--- config.mk ---
export PLATFORM = sky130hd
export DESIGN_NAME = multicycle_control
export DESIGN_NICKNAME = d
export VERILOG_FILES = /design/src/rtl/multicycle_control.sv
export SDC_FILE = /design/constraint.sdc
export NUM_CORES = 1
export LEC_CHECK = 0
export ABC_AREA = 1
export CORE_ASPECT_RATIO = 1.2
export CORE_MARGIN = 2
export CORE_UTILIZATION = 33
export DETAILED_ROUTE_END_ITERATION = 10
export MAX_ROUTING_LAYER = met4
export PLACE_DENSITY_LB_ADDON = 0.05
export SYNTH_ARGS = -nofsm -noshare
export SYNTH_HDL_FRONTEND = slang
export SYNTH_SLANG_ARGS = --single-unit
export TNS_END_PERCENT = 20
--- constraint.sdc ---
create_clock -name clk -period 2.93 [get_ports clk]
set_clock_uncertainty 0.2 [all_clocks]
set_input_delay 0.586 -clock clk [delete_from_list [all_inputs] [get_ports clk]]
set_output_delay 0.586 -clock clk [all_outputs]
set_load 0.03 [all_outputs]
--- src/rtl/multicycle_control.sv ---
// Main control FSM of the multi-cycle RV64 core.
// Sequences each instruction through fetch, decode, execute, memory and
// write-back steps and drives the datapath mux selects, write enables and
// the ALU operation select. Outputs are decoded from the state register;
// only mem_ready and zero qualify a few enables.
module multicycle_control #(
  parameter logic [6:0] OP_LOAD   = 7'b0000011,
  parameter logic [6:0] OP_STORE  = 7'b0100011,
  parameter logic [6:0] OP_RTYPE  = 7'b0110011,
  parameter logic [6:0] OP_BRANCH = 7'b1100011,
  parameter int         RETIRE_W  = 32
) (
  input  logic                clk,
  input  logic                reset,
  input  logic [6:0]          opcode,
  input  logic                zero,
  input  logic                mem_ready,
  output logic [1:0]          alu_op,
  output logic [1:0]          alu_src_a,
  output logic [1:0]          alu_src_b,
  output logic                i_or_d,
  output logic                mem_read,
  output logic                mem_write,
  output logic                ir_write,
  output logic                reg_write,
  output logic                mem_to_reg,
  output logic                pc_source,
  output logic                pc_en,
  output logic                illegal_instr,
  output logic [3:0]          state,
  output logic [RETIRE_W-1:0] retire_count
);

  localparam logic [3:0] S_FETCH     = 4'd0;
  localparam logic [3:0] S_DECODE    = 4'd1;
  localparam logic [3:0] S_MEM_ADDR  = 4'd2;
  localparam logic [3:0] S_MEM_READ  = 4'd3;
  localparam logic [3:0] S_MEM_WB    = 4'd4;
  localparam logic [3:0] S_MEM_WRITE = 4'd5;
  localparam logic [3:0] S_EXECUTE   = 4'd6;
  localparam logic [3:0] S_R_WB      = 4'd7;
  localparam logic [3:0] S_BRANCH    = 4'd8;

  localparam logic [1:0] ALU_ADD   = 2'b00;
  localparam logic [1:0] ALU_SUB   = 2'b01;
  localparam logic [1:0] ALU_FUNCT = 2'b10;

  localparam logic [1:0] SRC_A_PC    = 2'b00;
  localparam logic [1:0] SRC_A_OLDPC = 2'b01;
  localparam logic [1:0] SRC_A_REG   = 2'b10;

  localparam logic [1:0] SRC_B_REG   = 2'b00;
  localparam logic [1:0] SRC_B_FOUR  = 2'b01;
  localparam logic [1:0] SRC_B_IMM   = 2'b10;

  logic [3:0] state_q;
  logic [3:0] state_next;
  logic       retire_now;
  logic       opcode_legal;

  assign state = state_q;

  // Decode which opcodes the core knows how to sequence.
  always_comb begin
    opcode_legal = 1'b0;
    if ((opcode == OP_LOAD) || (opcode == OP_STORE) ||
        (opcode == OP_RTYPE) || (opcode == OP_BRANCH)) begin
      opcode_legal = 1'b1;
    end
  end

  // Next-state selection; unreachable encodings fall back to FETCH.
  always_comb begin
    state_next = S_FETCH;
    case (state_q)
      S_FETCH: begin
        state_next = mem_ready ? S_DECODE : S_FETCH;
      end
      S_DECODE: begin
        if ((opcode == OP_LOAD) || (opcode == OP_STORE)) begin
          state_next = S_MEM_ADDR;
        end else if (opcode == OP_RTYPE) begin
          state_next = S_EXECUTE;
        end else if (opcode == OP_BRANCH) begin
          state_next = S_BRANCH;
        end else begin
          state_next = S_FETCH;
        end
      end
      S_MEM_ADDR: begin
        // DECODE only lets ld/sd through here, so anything not a load is a store.
        state_next = (opcode == OP_LOAD) ? S_MEM_READ : S_MEM_WRITE;
      end
      S_MEM_READ: begin
        state_next = mem_ready ? S_MEM_WB : S_MEM_READ;
      end
      S_MEM_WB: begin
        state_next = S_FETCH;
      end
      S_MEM_WRITE: begin
        state_next = mem_ready ? S_FETCH : S_MEM_WRITE;
      end
      S_EXECUTE: begin
        state_next = S_R_WB;
      end
      S_R_WB: begin
        state_next = S_FETCH;
      end
      S_BRANCH: begin
        state_next = S_FETCH;
      end
      default: begin
        state_next = S_FETCH;
      end
    endcase
  end

  // Flag the clock on which an instruction completes and leaves the FSM.
  always_comb begin
    retire_now = 1'b0;
    case (state_q)
      S_MEM_WB:    retire_now = 1'b1;
      S_R_WB:      retire_now = 1'b1;
      S_BRANCH:    retire_now = 1'b1;
      S_MEM_WRITE: retire_now = mem_ready;
      default:     retire_now = 1'b0;
    endcase
  end

  // Moore output decode; reset masks every enable and request.
  always_comb begin
    alu_op        = ALU_ADD;
    alu_src_a     = SRC_A_PC;
    alu_src_b     = SRC_B_REG;
    i_or_d        = 1'b0;
    mem_read      = 1'b0;
    mem_write     = 1'b0;
    ir_write      = 1'b0;
    reg_write     = 1'b0;
    mem_to_reg    = 1'b0;
    pc_source     = 1'b0;
    pc_en         = 1'b0;
    illegal_instr = 1'b0;
    case (state_q)
      S_FETCH: begin
        mem_read  = 1'b1;
        i_or_d    = 1'b0;
        alu_src_a = SRC_A_PC;
        alu_src_b = SRC_B_FOUR;
        alu_op    = ALU_ADD;
        // IR and PC+4 are only captured on the cycle the fetch completes.
        ir_write  = mem_ready;
        pc_en     = mem_ready;
      end
      S_DECODE: begin
        // Branch target OldPC + imm is computed speculatively into ALUOut.
        alu_src_a     = SRC_A_OLDPC;
        alu_src_b     = SRC_B_IMM;
        alu_op        = ALU_ADD;
        illegal_instr = ~opcode_legal;
      end
      S_MEM_ADDR: begin
        alu_src_a = SRC_A_REG;
        alu_src_b = SRC_B_IMM;
        alu_op    = ALU_ADD;
      end
      S_MEM_READ: begin
        mem_read = 1'b1;
        i_or_d   = 1'b1;
      end
      S_MEM_WB: begin
        reg_write  = 1'b1;
        mem_to_reg = 1'b1;
      end
      S_MEM_WRITE: begin
        // Held constant across stall cycles so the memory sees a stable request.
        mem_write = 1'b1;
        i_or_d    = 1'b1;
      end
      S_EXECUTE: begin
        alu_src_a = SRC_A_REG;
        alu_src_b = SRC_B_REG;
        alu_op    = ALU_FUNCT;
      end
      S_R_WB: begin
        reg_write  = 1'b1;
        mem_to_reg = 1'b0;
      end
      S_BRANCH: begin
        alu_src_a = SRC_A_REG;
        alu_src_b = SRC_B_REG;
        alu_op    = ALU_SUB;
        pc_source = 1'b1;
        pc_en     = zero;
      end
      default: begin
        alu_op = ALU_ADD;
      end
    endcase
    if (reset) begin
      mem_read      = 1'b0;
      mem_write     = 1'b0;
      ir_write      = 1'b0;
      reg_write     = 1'b0;
      pc_en         = 1'b0;
      illegal_instr = 1'b0;
    end
  end

  // State register and retired-instruction counter (wraps silently).
  always_ff @(posedge clk) begin
    if (reset) begin
      state_q      <= S_FETCH;
      retire_count <= '0;
    end else begin
      state_q <= state_next;
      if (retire_now) begin
        retire_count <= retire_count + {{(RETIRE_W-1){1'b0}}, 1'b1};
      end
    end
  end

endmodule

Word-level counts from Yosys, hierarchy flattened

Index checks and enable logic that the tools add are counted.

Word-level logic and storage cells: 54
Input port bits: 11
Flip-flop bits (word level): 36

Multiplexer cells: 28
Bitwise gates (word level): 1
$add $sub $neg: 1
Reduce and logical (&&, ||, !) cells: 10
Equality and inequality tests: 12

Operator list:

| operator                                       | number |
|---|---|
| adder 32 x 1 -> 32 bit (second input constant) | 1 |
| one-hot mux 4 bit (6 select lines)             | 1 |
| == test 4 x 3 -> 1 bit (second input constant) | 4 |
| 2-to-1 mux 1 bit                               | 16 |
| == test 7 x 6 -> 1 bit (second input constant) | 2 |
| 2-to-1 mux 4 bit                               | 3 |
| one-hot mux 2 bit (2 select lines)             | 3 |
| 2-to-1 mux 3 bit                               | 3 |
| == test 4 x 2 -> 1 bit (second input constant) | 2 |
| OR reduction 2 bit                             | 4 |
| == test 7 x 2 -> 1 bit (second input constant) | 1 |
| == test 7 bit (second input constant)          | 1 |
| OR reduction 3 bit                             | 2 |
| == test 4 x 1 -> 1 bit (second input constant) | 1 |
| == test 4 bit (second input constant)          | 1 |
| logical NOT 4 bit                              | 1 |
| one-hot mux 1 bit (2 select lines)             | 2 |
| logical OR 1 bit                               | 3 |
| inverter 1 bit                                 | 1 |

Logic depth before layout (Yosys ltp)

Gate-level depths: netlist (run 1).

Word-level depth: 8
Mapped depth: 10
Gate-level depth less buffers: 9

Least setup slack after synthesis (run 1)

OpenSTA, ideal clock, no wires.

Path kind: reg2out
Start point: register state_q[0] (netlist: state[0])
End point: output port illegal_instr
Slack: 0.033 ns
Arrival time: 2.111 ns
Required time: 2.144 ns
Cell stages (with the launch flop): 6
Path through: dfxtp_1 > inv_1 > nor3_1 > nand2_1 > a21oi_1 > and2_1

Word-level cells in the longest chain between the ends: 3

Ends and longest elaborated chain:

| what                   | RTL line | source |
|---|---|---|
| from (decl)            | 56       | `logic [3:0] state_q;` |
| from (signal assigned) | 216      | `state_q <= state_next;` |
| == test 4 x 1 -> 1 bit | 144      | `case (state_q)` |
| 2-to-1 mux 1 bit       | 144      |  |
| 2-to-1 mux 1 bit       | 200      | `if (reset) begin` |
| to (decl)              | 29       | `output logic illegal_instr,` |

No other way between the ends.

Final worst setup path (run 1)

Start point: input port reset
End point: output port mem_read

Word-level cells in the longest chain between the ends: 1

Ends and longest elaborated chain:

| what             | RTL line | source |
|---|---|---|
| from (decl)      | 14       | `input logic reset,` |
| 2-to-1 mux 1 bit | 200      |  |
| to (decl)        | 22       | `output logic mem_read,` |

No other way between the ends.

==> flow_summary.yaml, run 1 <==
layout:
  final_common_cell: "nor2_1"
  areaGrowthSynthToFinish_pct: 36.73
  drive_gt1_share_pct: 5.111
  final_nets: 461
  most-common-layout-cells: "nor2_1 (114), nand2_1 (108), clkdlybuf4s50_1 (58)"
  diodes: 0
floorplan:
  start_util_pct: 34.24
  io_pins: 62
  die_w_um: 78.89
  dieArea_um2: 7405
  row_count: 32
  core-area_um2: 6486
  dieHeight_um: 93.87
cts:
  cts_made_buffers: 5
  clk_pin_slew_worst_paths_ns: 0.07
  clkSinkCount: 36
  root_buffer: "clkbuf_8"
  htreeDepth: 2
  clk_latency_ns: 0.29
  cts_tree: "built"
  cts_buffer_depth: 2
  cts_hold_buf: 0
global_routing:
  grtUsageTotal_pct: 19.09
  met1_usage_pct: 21.29
  overflow: 0
  grtUsageMet2_pct: 33.26
  grt_max_degree: 53
  grt_busiest_layer: "met2"
  grt_pass1_wl_mm: 10.93
  antenna_found_initial: 0
  grt_util_met3_pct: 4.135
  grt_pass1_vias: 2360
timing:
  worst_slew_pin_slew_ns: 0.3937
  period_needed_ns: 2.754
  post-route-period-util_pct: 93.98
  hold_viol: 0
  fmax_ghz: 0.3632
  finalSetupTns_ns: 0
  final-setup-viol-count: 0
  rsz0062_at_grt: "false"
  slew_headroom_pct: 73.65
  drv_slew: 0
logic_synthesis:
  syn_area_per_cell_um2: 5.769
  netlist_top_cells_area: "dfxtp_1 (32%), nor2_1 (19%), nand2_1 (18%)"
  synth_top_area_share_pct: 32.45
  ys_seq_area_share_pct: 32.45
  synth_warnings: 0
  synthCells: 385
  syn_nets: 397
  synth_cell_types: 21
  synth_top_area_cell: "dfxtp_1"
  synth_area_um2: 2221
  ys_ff_latch: 36
critical_path:
  cp_max_fo: 7
  cp.arrival_ns: 1.97
  required_ns: 2.14
  timing.rr.start: "retire_count[0]"
  r2r-end: "retire_count[30]"
  ff2ff_setup_slack_ns: 1.00
  worstSetupStartpoint: "reset"
  crit_end: "mem_read"
  r2r_cells: 9
  crit_type: "input port to output port"
  end_kind: "output port"
  cp-start-kind: "input port"
power:
  power.density_nw_per_um2: 310.6
  clkPwrFrac_pct: 39.4
  total_power_uw: 943.2
  peakVddDrop_mv: 0.1488
  pwr-share-seq_pct: 52.1
  p_int_uw: 717.7
  netSwitchingPower_uw: 225.6
  comb_power_share_pct: 8.6
  swShare_pct: 23.91
  p_leak_uw: 0.001107
detailed_routing:
  wirelength_mm: 6.539
  viasPerCell: 4.748
  drcViolationCount: 0
  vias: 2540
  drt_pre_antenna_iters: 4
  ant_nets: 0
  drtIter0Drc: 145
  wl_per_cell_um: 12.22
placement:
  dp_hpwl_mm: 4.918
  portBuffers: 61
  place.gp.congestion: 0.8803
worst_hold_path:
  min_path_type: "register to register"
run_status:
  status: "complete, no violations"
flow_run:
  maxCapViolCount: 0
[power groups by stage]
stage	clock network, uW	logic, uW	registers, uW
2_1_floorplan	0	42.4	504
3_3_place_gp	0	81.7	502
3_5_place_dp	0	81.7	502
4_1_cts	385	82.3	491
5_1_grt	405	88.5	491
6_report	371	81.0	491
[cells by family after synthesis]
family,count (synthesis),share of synthesized area [%]
AOI/OAI and AO/OA,31,6.986
adders and majority gates,1,0.5633
DFF,36,32.45
and+or+nand+nor,283,53.63
buffers and inverters,34,6.366
[final cells by class]
cell class,count,area [um2]
Fill cell,716,3450
Tap cell,85,106.4
Sequential cell,36,720.7
Inverter,24,90.09
Clock buffer,8,90.09
Multi-Input combinational cell,315,1359
Timing Repair Buffer,67,670.6
[worst max-delay path: stages]
cell	delay, ns
clkdlybuf4s50_1	0.54
nor2_1	0.16
clkdlybuf4s50_1	0.68
[how the worst min path moves through the flow]
stage	from	to	slack, ns	cells past startpoint
final	retire_count[31]	retire_count[31]	0.30	2
after global routing	retire_count[31]	retire_count[31]	0.35	2
after CTS	retire_count[31]	retire_count[31]	0.31	2
after detailed placement	retire_count[31]	retire_count[31]	0.31	2
after global placement	retire_count[0]	retire_count[0]	0.30	1
after floorplan	retire_count[0]	retire_count[0]	0.41	1
[per-stage QoR]
stage          std cells  utilization [%]  cell area (um2)  worst slack (ns)  hold WS (ns)
2_1_floorplan        385                -             2221           0.03277        0.4144
3_3_place_gp         527            45.35             2942            0.1379        0.2993
3_5_place_dp         527            45.35             2942            0.1485        0.3055
4_1_cts              535            46.74             3032           0.09476        0.3140
5_1_grt              535            46.82             3037           0.03807        0.3518
6_report             535            46.82             3037            0.1764        0.3044
[synthesized netlist by cell type]
master,n
nor2_2,4
buf_1,2
o21ai_1,1
nor2_4,2
nor2_1,114
nand3_2,1
buf_2,5
dfxtp_1,36
nand4_1,12
nand3b_1,3
nand2_1,108
buf_6,1
clkbuf_1,2
o21ai_0,4
nand2_2,3
and2_1,3
nand3_1,30
inv_1,24
ha_1,1
nor3_1,3
a21oi_1,26
[per-layer routing]
layer | share of wire, % | vias to the layer above | routed length (um)
li1 | - | 1351 | -
met1 | 43 | 1102 | 2819
met2 | 49 | 75 | 3207
met3 | 5.8 | 12 | 376
met4 | 2.1 | 0 | 136
met5 | 0 | - | 0
[state kept, by name, indices dropped and copies added, names as in the netlist]
signal	flops
state	4
retire_count	32
[timing repair]
| item | 4_1_cts | 5_1_grt |
|---|---|---|
| endpoints found under the setup margin | 0 | 2 |
| hold endpoints to repair | 0 | 0 |
| resized for setup | 0 | 2 |
| setup buffers | 0 | 0 |
(Power assumes the default switching activity.)
==> inputs of run 2 (changes only) <==
--- a/config.mk
+++ b/config.mk
@@ -7,7 +7,6 @@
 export LEC_CHECK = 0
 export ABC_AREA = 1
 export CORE_ASPECT_RATIO = 1.2
-export CORE_MARGIN = 2
 export CORE_UTILIZATION = 33
 export DETAILED_ROUTE_END_ITERATION = 10
 export MAX_ROUTING_LAYER = met4
==> run 2 against run 1 <==
Non-clock buffer count is 1 lower; flip-flop and latch count stayed put; sequential power hardly changed; via count grew 2.0%; largest power group unchanged.
==> flow_summary.yaml, run 2 (synthesized netlist as in run 1, its figures left out) <==
timing:
  drv_slew: 0
  worst_slew_pin_slew_ns: 0.6047
  final-setup-viol-count: 0
  finalSetupTns_ns: 0
  slew_headroom_pct: 59.65
  post-route-period-util_pct: 92.80
  rsz0062_at_grt: "false"
  hold_viol: 0
  period_needed_ns: 2.719
  fmax_ghz: 0.3678
global_routing:
  grt_pass1_wl_mm: 10.96
  grt_util_met3_pct: 3.085
  overflow: 0
  grt_busiest_layer: "met2"
  grt_max_degree: 53
  grtUsageTotal_pct: 19.92
  antenna_found_initial: 0
  grtUsageMet2_pct: 35.04
  grt_pass1_vias: 2384
  met1_usage_pct: 22.90
cts:
  cts_buffer_depth: 2
  cts_made_buffers: 5
  clk_pin_slew_worst_paths_ns: 0.07
  clkSinkCount: 36
  htreeDepth: 2
  clk_latency_ns: 0.29
  root_buffer: "clkbuf_8"
  cts_tree: "built"
  cts_hold_buf: 0
  cts_resized: 0
  cts_setup_buffers: 0
layout:
  fin_cells: 534
  drive_gt1_share_pct: 4.900
  areaGrowthSynthToFinish_pct: 36.39
  diodes: 0
  final_nets: 460
  fillers: 723
  largest_register_ffs: 32
  most-common-layout-cells: "nor2_1 (114), nand2_1 (108), clkdlybuf4s50_1 (58)"
  largest_register: "retire_count"
  final_common_cell: "nor2_1"
floorplan:
  dieHeight_um: 91.87
  io_pins: 62
  start_util_pct: 34.45
  row_count: 32
  core-area_um2: 6446
  dieArea_um2: 7064
  die_w_um: 76.89
placement:
  dp.cells: 526
  portBuffers: 61
  place.gp.congestion: 0.8311
  dp_hpwl_mm: 4.840
detailed_routing:
  viasPerCell: 4.854
  drtIter0Drc: 133
  wirelength_mm: 6.513
  vias: 2592
  drt_pre_antenna_iters: 4
  wl_per_cell_um: 12.20
  ant_nets: 0
  drcViolationCount: 0
critical_path:
  required_ns: 2.14
  worst-path-buf-inv: 2
  ff2ff_setup_slack_ns: 1.02
  cp_max_fo: 6
  end_kind: "output port"
  cpPeakStageDelay_ns: 0.67
  crit_type: "input port to output port"
  cp-start-kind: "input port"
  path_cells: "clkdlybuf4s50_1 -> nor2_1 -> clkdlybuf4s50_1"
  slowest_stage: "clkdlybuf4s50_1"
  cp_top_family: "buffers and inverters"
  cp.arrival_ns: 1.93
  critPathMostFrequentCell: "clkdlybuf4s50_1"
power:
  peakVddDrop_mv: 0.1557
  p_leak_uw: 0.001103
  power.density_nw_per_um2: 312.9
  total_power_uw: 947.7
worst_hold_path:
  min_path_type: "register to register"
run_status:
  status: "complete, no violations"
flow_run:
  maxCapViolCount: 0
-- run 2: layer usage --
metal,up-vias,routed length [um]
met3,7,202
met1,1172,2984
met2,56,3227
met5,-,0
li1,1357,-
met4,0,98
-- run 2: worst paths after layout --
| path | from | end | cells after the start |
|---|---|---|---|
| hold / removal | retire_count[31] | retire_count[31] | 2 |
| hold reg to reg | retire_count[31] | retire_count[31] | 2 |
| setup / recovery | reset | mem_read | 3 |
| setup reg to reg | state[1] | retire_count[29] | 9 |
-- run 2: tightest hold or removal path, stage by stage, from the launching register on --
cell	delay, ns
dfxtp_1	0.32
nor2_1	0.10
nor2_1	0.05
-- run 2: metrics by stage --
stage | area [um2] | util [%] | setup slack (ns) | hold slack (ns)
finish | 3029 | 46.99 | 0.2110 | 0.3026
global route | 3029 | 46.99 | 0.06569 | 0.3298
CTS | 3024 | 46.91 | 0.06038 | 0.3067
detailed placement | 2934 | 45.52 | 0.1358 | 0.2935
global placement | 2934 | 45.52 | 0.1472 | 0.2927
floorplan | 2221 | - | 0.03277 | 0.4144
-- run 2: area by class of cell --
cell class	count	area [um2]	share of cell area [%]
clock buffers	8	90.09	2.974
inverters	24	90.09	2.974
multi-input cells	315	1359	44.86
flip-flops and latches	36	720.7	23.79
well taps	85	106.4	3.511
repair buffers	66	663.1	21.89
-- run 2: power by group --
part | total, uW | internal [uW] | leakage [uW] | switching, uW
combinational | 81.2 | 35.8 | 0.000767 | 45.4
sequential | 491 | 490 | 0.000290 | 0.908
clock | 376 | 192 | 0.0000455 | 184
total | 948 | 718 | 0.00110 | 230
==> inputs of run 3 (changes only) <==
--- a/config.mk
+++ b/config.mk
@@ -9,8 +9,8 @@
 export CORE_ASPECT_RATIO = 1.2
 export CORE_UTILIZATION = 33
 export DETAILED_ROUTE_END_ITERATION = 10
-export MAX_ROUTING_LAYER = met4
 export PLACE_DENSITY_LB_ADDON = 0.05
+export SLEW_MARGIN = 5
 export SYNTH_ARGS = -nofsm -noshare
 export SYNTH_HDL_FRONTEND = slang
 export SYNTH_SLANG_ARGS = --single-unit
==> run 3 against run 2 <==
Register-to-register slack about the same; flip-flop and latch count unchanged; first-iteration DRC count decreased by 2.3%; critical path type unchanged.
==> flow_summary.yaml, run 3 (synthesized netlist as in run 1, its figures left out) <==
run_status:
  status: "complete, no violations"
layout:
  fin_cells: 534
  areaGrowthSynthToFinish_pct: 36.39
  final_nets: 460
  fillers: 723
  drive_gt1_share_pct: 4.900
  diodes: 0
  most-common-layout-cells: "nor2_1 (114), nand2_1 (108), clkdlybuf4s50_1 (58)"
  largest_register: "retire_count"
  final_common_cell: "nor2_1"
  largest_register_ffs: 32
detailed_routing:
  vias: 2592
  wirelength_mm: 6.511
  drt_pre_antenna_iters: 4
  wl_per_cell_um: 12.19
  drtIter0Drc: 130
  ant_nets: 0
  drcViolationCount: 0
  viasPerCell: 4.854
cts:
  cts_made_buffers: 5
  root_buffer: "clkbuf_8"
  htreeDepth: 2
  clk_latency_ns: 0.29
  cts_tree: "built"
  clk_pin_slew_worst_paths_ns: 0.07
  cts_hold_buf: 0
  cts_buffer_depth: 2
  cts_setup_buffers: 0
  clkSinkCount: 36
  cts_resized: 0
global_routing:
  antenna_found_initial: 0
  grtUsageTotal_pct: 19.37
  overflow: 0
  grt_pass1_wl_mm: 10.96
  grt_pass1_vias: 2385
  grt_max_degree: 53
critical_path:
  required_ns: 2.14
  cp.arrival_ns: 1.93
  r2r_cells: 9
  end_kind: "output port"
  ff2ff_setup_slack_ns: 1.02
  cp-start-kind: "input port"
  cp_max_fo: 6
  crit_type: "input port to output port"
timing:
  drv_slew: 0
  rsz0062_at_grt: "false"
  post-route-period-util_pct: 92.80
  fmax_ghz: 0.3678
  final-setup-viol-count: 0
  period_needed_ns: 2.719
  worst_slew_pin_slew_ns: 0.6047
  finalSetupTns_ns: 0
  slew_headroom_pct: 59.65
  hold_viol: 0
placement:
  place.gp.congestion: 0.8188
  dp_hpwl_mm: 4.840
  dp.cells: 526
  portBuffers: 61
power:
  p_leak_uw: 0.001103
  swShare_pct: 24.27
  peakVddDrop_mv: 0.1557
  clkPwrFrac_pct: 39.7
  comb_power_share_pct: 8.6
  netSwitchingPower_uw: 230.1
  p_int_uw: 717.7
  pwr-share-seq_pct: 51.8
  total_power_uw: 947.7
  power.density_nw_per_um2: 312.9
floorplan:
  die_w_um: 76.89
  row_count: 32
  core-area_um2: 6446
  dieArea_um2: 7064
  io_pins: 62
  dieHeight_um: 91.87
  start_util_pct: 34.45
worst_hold_path:
  min_path_cells: 2
  min_path_type: "register to register"
flow_run:
  maxCapViolCount: 0
run 3: metrics by stage:
stage	hold WS, ns	utilization (%)	worst slack (ns)	area (um2)
after floorplan	0.4144	-	0.03277	2221
after global placement	0.2927	45.52	0.1472	2934
after detailed placement	0.2935	45.52	0.1358	2934
after CTS	0.3067	46.91	0.06038	3024
after global routing	0.3298	46.99	0.06571	3029
final	0.3026	46.99	0.2109	3029
run 3: critical path, cell delays in order:
cell and delay (ns):
clkdlybuf4s50_1 0.53, nor2_1 0.15, clkdlybuf4s50_1 0.67
run 3: layer usage:
metal | share of wire (%) | global-route usage (%) | up-vias
met2 | 50 | 35.04 | 56
met4 | 1.4 | 6.571 | 0
met1 | 46 | 22.78 | 1172
met5 | 0 | 0 | -
met3 | 3.3 | 3.284 | 7
li1 | - | - | 1357
run 3: cell type report:
cell class / instances / area [um2] / share of cell area, %
Sequential cell: 36 / 720.7 / 23.79
Multi-Input combinational cell: 315 / 1359 / 44.86
Tap cell: 85 / 106.4 / 3.511
Inverter: 24 / 90.09 / 2.974
Timing Repair Buffer: 66 / 663.1 / 21.89
Clock buffer: 8 / 90.09 / 2.974
run 3: final timing paths:
| check | start | endpoint |
|---|---|---|
| max | reset | mem_read |
| min | retire_count[31] | retire_count[31] |
| max reg2reg | state[1] | retire_count[29] |
| min reg2reg | retire_count[31] | retire_count[31] |
run 3: power groups by stage:
| stage | Combinational (uW) | Sequential, uW | Clock, uW |
|---|---|---|---|
| floorplan | 42.4 | 504 | 0 |
| global placement | 81.8 | 502 | 0 |
| detailed placement | 81.9 | 502 | 0 |
| CTS | 82.2 | 491 | 389 |
| global route | 90.2 | 491 | 410 |
| finish | 81.2 | 491 | 376 |
